===== src/rtl/mandel_pkg.sv =====
// Shared types and default geometry for the Mandelbrot engine array.
// Holds the frame-scheduler state encoding, the render configuration
// record and the screen/iteration defaults used by engine_dispatcher.
package mandel_pkg;

   localparam int PIXEL_DATA_WIDTH = 10;
   localparam int ITERATIONS_WIDTH = 6;
   localparam int X_PIXELS         = 640;
   localparam int Y_PIXELS         = 480;
   localparam int ZOOM_WIDTH       = 3;
   localparam int OFFSET_WIDTH     = 25;

   typedef enum logic [1:0] {
      IDLE,
      DISPATCH,
      DRAIN,
      DONE
   } dispatch_state_t;

   typedef struct packed {
      logic [ITERATIONS_WIDTH-1:0] iterations_max;
      logic [ZOOM_WIDTH-1:0]       zoom;
      logic [OFFSET_WIDTH-1:0]     x_offset;
      logic [OFFSET_WIDTH-1:0]     y_offset;
   } cfg_t;

endpackage


===== src/rtl/rr_arbiter.sv =====
// Purely combinational round-robin arbiter.
// Picks the lowest requesting index at or above ptr, wrapping past N-1
// back to 0, and reports it both one-hot and as a binary index.
module rr_arbiter #(
   parameter int N         = 8,
   parameter int PTR_WIDTH = (N > 1) ? $clog2(N) : 1
) (
   input  logic [N-1:0]         req,
   input  logic [PTR_WIDTH-1:0] ptr,
   output logic [N-1:0]         grant,
   output logic [PTR_WIDTH-1:0] index,
   output logic                 any
);

   logic [PTR_WIDTH:0] cand;

   // Scan the requesters starting at ptr and walking upward with
   // wrap-around; the first requester met is the winner, so lower
   // indices just behind the pointer get their turn on the next lap.
   always_comb begin
      grant = '0;
      index = '0;
      any   = 1'b0;
      cand  = '0;
      for (int i = 0; i < N; i++) begin
         cand = {1'b0, ptr} + (PTR_WIDTH+1)'(i);
         if (cand >= (PTR_WIDTH+1)'(N)) begin
            cand = cand - (PTR_WIDTH+1)'(N);
         end
         if (!any && req[cand[PTR_WIDTH-1:0]]) begin
            any   = 1'b1;
            index = cand[PTR_WIDTH-1:0];
         end
      end
      if (any) begin
         grant[index] = 1'b1;
      end
   end

endmodule


===== src/rtl/engine_dispatcher.sv =====
// Frame-level scheduler for the Mandelbrot engine array.
// Walks the screen in raster order, handing one pixel per cycle to an
// idle engine chosen round-robin, latches the render configuration at
// frame start and pulses frame_done once every issued pixel is retired.
// Optional build macro DISPATCH_STATS_EN adds frame_cycles and
// grant_count statistics outputs.
module engine_dispatcher
#(
   parameter int NUM_ENGINES      = 8,
   parameter int PIXEL_DATA_WIDTH = mandel_pkg::PIXEL_DATA_WIDTH,
   parameter int ITERATIONS_WIDTH = mandel_pkg::ITERATIONS_WIDTH,
   parameter int X_PIXELS         = mandel_pkg::X_PIXELS,
   parameter int Y_PIXELS         = mandel_pkg::Y_PIXELS
) (
   input  logic                                clk,
   input  logic                                reset,
   input  logic                                start,
   input  logic                                abort,
   input  logic [ITERATIONS_WIDTH-1:0]         iterations_max_i,
   input  logic [mandel_pkg::ZOOM_WIDTH-1:0]   zoom_i,
   input  logic [mandel_pkg::OFFSET_WIDTH-1:0] x_offset_i,
   input  logic [mandel_pkg::OFFSET_WIDTH-1:0] y_offset_i,
   input  logic [NUM_ENGINES-1:0]              engine_ready,
   output logic [NUM_ENGINES-1:0]              dispatch_valid,
   output logic [PIXEL_DATA_WIDTH-1:0]         dispatch_x,
   output logic [PIXEL_DATA_WIDTH-1:0]         dispatch_y,
   output logic [ITERATIONS_WIDTH-1:0]         iterations_max_o,
   output logic [mandel_pkg::ZOOM_WIDTH-1:0]   zoom_o,
   output logic [mandel_pkg::OFFSET_WIDTH-1:0] x_offset_o,
   output logic [mandel_pkg::OFFSET_WIDTH-1:0] y_offset_o,
   output logic                                busy,
   output logic                                frame_done
`ifdef DISPATCH_STATS_EN
   ,
   output logic [31:0]                         frame_cycles,
   output logic [NUM_ENGINES*20-1:0]           grant_count
`endif
);

   import mandel_pkg::*;

   localparam int PTR_WIDTH = (NUM_ENGINES > 1) ? $clog2(NUM_ENGINES) : 1;
   localparam logic [PTR_WIDTH-1:0]        LAST_ENGINE = PTR_WIDTH'(NUM_ENGINES - 1);
   localparam logic [PIXEL_DATA_WIDTH-1:0] X_LAST      = PIXEL_DATA_WIDTH'(X_PIXELS - 1);
   localparam logic [PIXEL_DATA_WIDTH-1:0] Y_LAST      = PIXEL_DATA_WIDTH'(Y_PIXELS - 1);

   dispatch_state_t               state;
   dispatch_state_t               nextState;
   logic [PIXEL_DATA_WIDTH-1:0]   xCount;
   logic [PIXEL_DATA_WIDTH-1:0]   yCount;
   logic [PTR_WIDTH-1:0]          rrPtr;
   logic [NUM_ENGINES-1:0]        holdMask;
   logic [NUM_ENGINES-1:0]        eligible;
   logic [NUM_ENGINES-1:0]        arbGrant;
   logic [PTR_WIDTH-1:0]          arbIndex;
   logic                          arbAny;
   logic                          grantFire;
   logic                          lastPixel;
   logic                          acceptStart;

   assign eligible   = engine_ready & ~holdMask;
   assign lastPixel  = (xCount == X_LAST) && (yCount == Y_LAST);
   assign dispatch_x = xCount;
   assign dispatch_y = yCount;

   rr_arbiter #(
      .N         (NUM_ENGINES),
      .PTR_WIDTH (PTR_WIDTH)
   ) u_arbiter (
      .req   (eligible),
      .ptr   (rrPtr),
      .grant (arbGrant),
      .index (arbIndex),
      .any   (arbAny)
   );

   // Frame state register; reset drops any frame in flight back to IDLE
   // without producing a frame_done pulse.
   always_ff @(posedge clk or negedge reset) begin
      if (!reset) begin
         state <= IDLE;
      end else begin
         state <= nextState;
      end
   end

   // Next-state and strobe decode. A grant only fires in DISPATCH when no
   // abort is present this cycle, so abort always beats a pending grant.
   // DRAIN waits until every engine reports ready and no engine is still
   // inside its post-strobe hold window before declaring the frame retired.
   always_comb begin
      nextState      = state;
      grantFire      = 1'b0;
      acceptStart    = 1'b0;
      dispatch_valid = '0;
      busy           = 1'b0;
      frame_done     = 1'b0;
      unique case (state)
         IDLE: begin
            if (start) begin
               acceptStart = 1'b1;
               nextState   = DISPATCH;
            end
         end
         DISPATCH: begin
            busy = 1'b1;
            if (abort) begin
               nextState = DRAIN;
            end else if (arbAny) begin
               grantFire      = 1'b1;
               dispatch_valid = arbGrant;
               if (lastPixel) begin
                  nextState = DRAIN;
               end
            end
         end
         DRAIN: begin
            busy = 1'b1;
            if ((&engine_ready) && (holdMask == '0)) begin
               nextState = DONE;
            end
         end
         DONE: begin
            frame_done = 1'b1;
            nextState  = IDLE;
         end
         default: begin
            nextState = IDLE;
         end
      endcase
   end

   // Raster counters, round-robin pointer, hold mask and configuration
   // latch. An engine's ready only falls one cycle after its strobe, so
   // the granted engine is masked for exactly the following cycle to stop
   // a double issue. The final pixel leaves DISPATCH, where nothing can be
   // re-granted, so its hold is not loaded and an idle array retires the
   // frame with a single DRAIN cycle followed by DONE. The configuration
   // only moves on an accepted start so engines in flight see stable data.
   always_ff @(posedge clk or negedge reset) begin
      if (!reset) begin
         xCount           <= '0;
         yCount           <= '0;
         rrPtr            <= '0;
         holdMask         <= '0;
         iterations_max_o <= '0;
         zoom_o           <= '0;
         x_offset_o       <= '0;
         y_offset_o       <= '0;
      end else begin
         if (acceptStart) begin
            xCount           <= '0;
            yCount           <= '0;
            iterations_max_o <= iterations_max_i;
            zoom_o           <= zoom_i;
            x_offset_o       <= x_offset_i;
            y_offset_o       <= y_offset_i;
         end else if (grantFire) begin
            if (xCount == X_LAST) begin
               xCount <= '0;
               yCount <= lastPixel ? '0 : yCount + PIXEL_DATA_WIDTH'(1);
            end else begin
               xCount <= xCount + PIXEL_DATA_WIDTH'(1);
            end
         end
         holdMask <= (grantFire && !lastPixel) ? arbGrant : '0;
         if (grantFire) begin
            rrPtr <= (arbIndex == LAST_ENGINE) ? '0 : arbIndex + PTR_WIDTH'(1);
         end
      end
   end

`ifdef DISPATCH_STATS_EN
   logic [31:0]                  frameCycles;
   logic [NUM_ENGINES-1:0][19:0] grantTotals;

   assign frame_cycles = frameCycles;
   assign grant_count  = grantTotals;

   // Frame statistics: the cycle count covers the start cycle through the
   // DONE cycle and saturates; per-engine grant totals restart on every
   // accepted start and then hold the last frame's figures while idle.
   always_ff @(posedge clk or negedge reset) begin
      if (!reset) begin
         frameCycles <= '0;
         grantTotals <= '0;
      end else if (acceptStart) begin
         frameCycles <= 32'd1;
         grantTotals <= '0;
      end else if (state != IDLE) begin
         if (frameCycles != '1) begin
            frameCycles <= frameCycles + 32'd1;
         end
         if (grantFire) begin
            grantTotals[arbIndex] <= grantTotals[arbIndex] + 20'd1;
         end
      end
   end
`endif

endmodule


===== config.mk =====
export PLATFORM = sky130hd
export DESIGN_NAME = engine_dispatcher
export DESIGN_NICKNAME = d
export VERILOG_FILES = /design/src/rtl/mandel_pkg.sv /design/src/rtl/rr_arbiter.sv /design/src/rtl/engine_dispatcher.sv
export SDC_FILE = /design/constraint.sdc
export NUM_CORES = 1
export LEC_CHECK = 0
export CAP_MARGIN = 20
export CORE_UTILIZATION = 40
export DETAILED_ROUTE_END_ITERATION = 10
export PLACE_DENSITY = 0.77
export SYNTH_ARGS = -nofsm -noshare
export SYNTH_HDL_FRONTEND = slang
export SYNTH_SLANG_ARGS = --single-unit
export TNS_END_PERCENT = 50

===== constraint.sdc =====
create_clock -name clk -period 3.75 [get_ports clk]
set_input_delay 0.5625 -clock clk [delete_from_list [all_inputs] [get_ports clk]]
set_output_delay 0.5625 -clock clk [all_outputs]
set_load 0.02 [all_outputs]

==> impl_metrics.toml <==
[run_status]
outcome = "finished with violations"
violations = "negative setup slack"

[die]
io-pin-count = 160
die_h_um = 115
initial_core_util = 0.416
die_w_um = 115
die-area_mm2 = 0.0131
core_area_mm2 = 0.0122
rows = 40

[clocking]
cts_buffer_depth = 2
cts.clk_slew.worst_paths_ns = 0.06
cts_hold_buffers = 0
cts_tree = "yes"
cts_max_level = 3
cts.sinks = 92
cts_made_buffers = 9
root_buffer = "clkbuf_16"
clock_latency_ns = 0.33

[drt]
first_pass_iters = 4
ant_nets = 0
drt-total-wl_um = 16100
vias = 5080
drcViolationCount = 0
wire_per_inst_um = 16.4
dr.first_iter.drc_count = 263
vias_per_cell = 5.15

[flow_run]
max_cap_violations = 0

[worst_setup_path]
cp.arrival_ns = 3.32
regToRegEndpoint = "rrPtr[1]$_DFFE_PN0P_"
crit_required_ns = 3.19
worstSetupPathType = "reg2out"
startpoint_type = "register"
reg2reg_depth = 15
rr_startpoint = "rrPtr[0]$_DFFE_PN0P_"
ff2ff_setup_slack_ns = 0.21
worstPathMaxFanout = 13
endpoint_kind = "primary output"

[cells_and_area]
syn_to_final_growth_pct = 60.8
utilization = 0.668
n_antenna_cell = 0
stdcell_count = 986
num-nets-final = 896
layout-drive-gt1-share = 0.252

[hold_path]
min_path_type = "in2async"

[yosys]
syn_inst = 561
yosys-top-cells-area = "dfrtp_1 (45%), nand2_1 (15%), mux4_2 (5.3%), mux2i_1 (2.8%), ha_1 (2.5%)"
syn_nets = 642
synth_warnings = 0
yosysTopAreaCell = "dfrtp_1"
synthArstFlopShare = 1.00
yosysTopAreaCellShare = 0.454
synth-seq-cells = 92
avgSynthCellArea_um2 = 9.05
synth_ff_type = "dfrtp_1"
syn_area_mm2 = 0.00508
seq_area_frac_synth = 0.454
ys_types = 66
synth_edf_count = 0

[power]
report.power.total_mw = 7.50
ir_drop_v = 0.000523
power_density_mw_per_mm2 = 919
p_leak_nw = 3.80

[timing]
period_share = 1.04
skew_ns = 0.00643
min_period_ns = 3.89
worst_pin_slew_ns = 0.895
setup_ws_ns = -0.137
rsz0062_at_grt = "true"
final-max-slew-violation-count = 0
timing.hold.ws_ns = 0.356
relSlewSlack = 0.404
final-hold-violation-count = 0
setup_viol = 8
max_clock_freq_mhz = 257

[placement]
port_buffers = 159
gp_congestion = 0.977
dp_cells = 936
dp_hpwl_um = 11800

[global_routing]
antenna_found_initial = 0
grt_use_total = 0.255
grt_max_degree = 72
overflow = 0
first_global_vias = 5195
grt_pass1_wl_um = 25800
worst max-delay path: stages, from the launching register on:
cell and delay, ns:
dfrtp_1 0.40, buf_6 0.14, buf_12 0.15, mux4_2 0.54, mux2_4 0.31, nor4b_4 0.36, buf_4 0.17, o211a_1 0.16
a31oi_2 0.06, or2_4 0.32, nor3_2 0.20, buf_4 0.18
placed cells by master, fill, tap and decap left out, types with 8 or more instances in the layout:
| cell type | count |
|---|---|
| buf_4 | 111 |
| clkbuf_16 | 9 |
| clkdlybuf4s50_1 | 142 |
| dfrtp_1 | 91 |
| dlygate4sd2_1 | 8 |
| ha_1 | 8 |
| mux2i_1 | 9 |
| mux4_2 | 12 |
| nand2_1 | 199 |
| nand4_1 | 14 |
| nor2_1 | 29 |
| nor3_2 | 8 |
| o21ai_0 | 16 |
| xor2_1 | 10 |
worst max path at each step:
| stage | startpoint | to | cells after the start |
|---|---|---|---|
| after global routing | rrPtr[0]$_DFFE_PN0P_ | dispatch_valid[5] | 11 |
| after detailed placement | engine_ready[1] | dispatch_valid[2] | 11 |
| final | rrPtr[0]$_DFFE_PN0P_ | dispatch_valid[5] | 11 |
| after CTS | rrPtr[0]$_DFFE_PN0P_ | dispatch_valid[1] | 13 |
| after floorplan | rrPtr[0]$_DFFE_PN0P_ | dispatch_valid[5] | 13 |
| after global placement | engine_ready[1] | dispatch_valid[6] | 11 |
flip-flops by register name (all words and copies together) (netlist names):
name              cells
rrPtr                 3
zoom_o                3
y_offset_o           25
dispatch_x           10
x_offset_o           25
holdMask              8
state                 2
iterations_max_o      6
dispatch_y           10
cell usage after synthesis, drive strengths merged (2+ instances only):
cell and number:
a21o 2, a21oi 9, a221o 2, a31oi 3
and2 2, and3 7, buf 10, clkbuf 15
dfrtp 92, ha 10, inv 10, mux2 4
mux2i 16, mux4 12, nand2 201, nand2b 12
nand3 7, nand4 14, nand4b 2, nor2 32
nor2b 10, nor3 10, nor4 10, o211ai 4
o21ai 17, o221ai 5, o22a 4, o22ai 2
o31ai 2, or2 2, or2b 2, xnor2 2
xor2 10
through the flow:
stage / setup WS (ns) / TNS [ns] / area [um^2]
after floorplan: -0.125 / -0.752 / 5080
after global placement: -0.606 / -4.77 / 7330
after detailed placement: -0.690 / -5.31 / 7330
after CTS: -0.0812 / -0.476 / 7930
after global routing: -0.221 / -1.44 / 8160
final: -0.137 / -0.603 / 8160
routing by layer:
layer | wire length (um) | up-vias | GRT usage
li1 | - | 2428 | -
met2 | 8140 | 186 | 0.439
met5 | 0 | - | 0
met1 | 6460 | 2436 | 0.297
met3 | 1140 | 30 | 0.0736
met4 | 390 | 0 | 0.104
layout make-up:
cell class,count,area [um^2]
inverters,10,45.0
clock buffers,12,246
repair buffers,268,2420
clock inverters,2,12.5
well taps,168,210
fillers,961,4050
multi-input cells,434,2920
flip-flops and latches,92,2300
kinds of logic (layout without fill, tap and decap cells):
kind of cell | after synthesis | in the layout | synth area share
AND/OR/NAND/NOR | 316 | 316 | 0.280
flip-flops | 92 | 92 | 0.454
multiplexers | 32 | 32 | 0.0983
XOR/XNOR | 12 | 12 | 0.0207
buffers and inverters | 35 | 292 | 0.0343
adder cells (fa/ha/maj) | 10 | 10 | 0.0246
AO/OA/AOI/OAI | 64 | 64 | 0.0882
power breakdown:
group          leakage [nW]  internal, mW  switching, mW
sequential             1.19          1.34          0.243
clock                 0.125         0.459          0.352
combinational          2.49          2.52           2.58
what timing repair did:
action,CTS,global route
pin swaps,16,15
setup buffers,13,23
gates resized for setup,110,14
endpoints found under the setup margin,8,9
(Power assumes the default switching activity.)
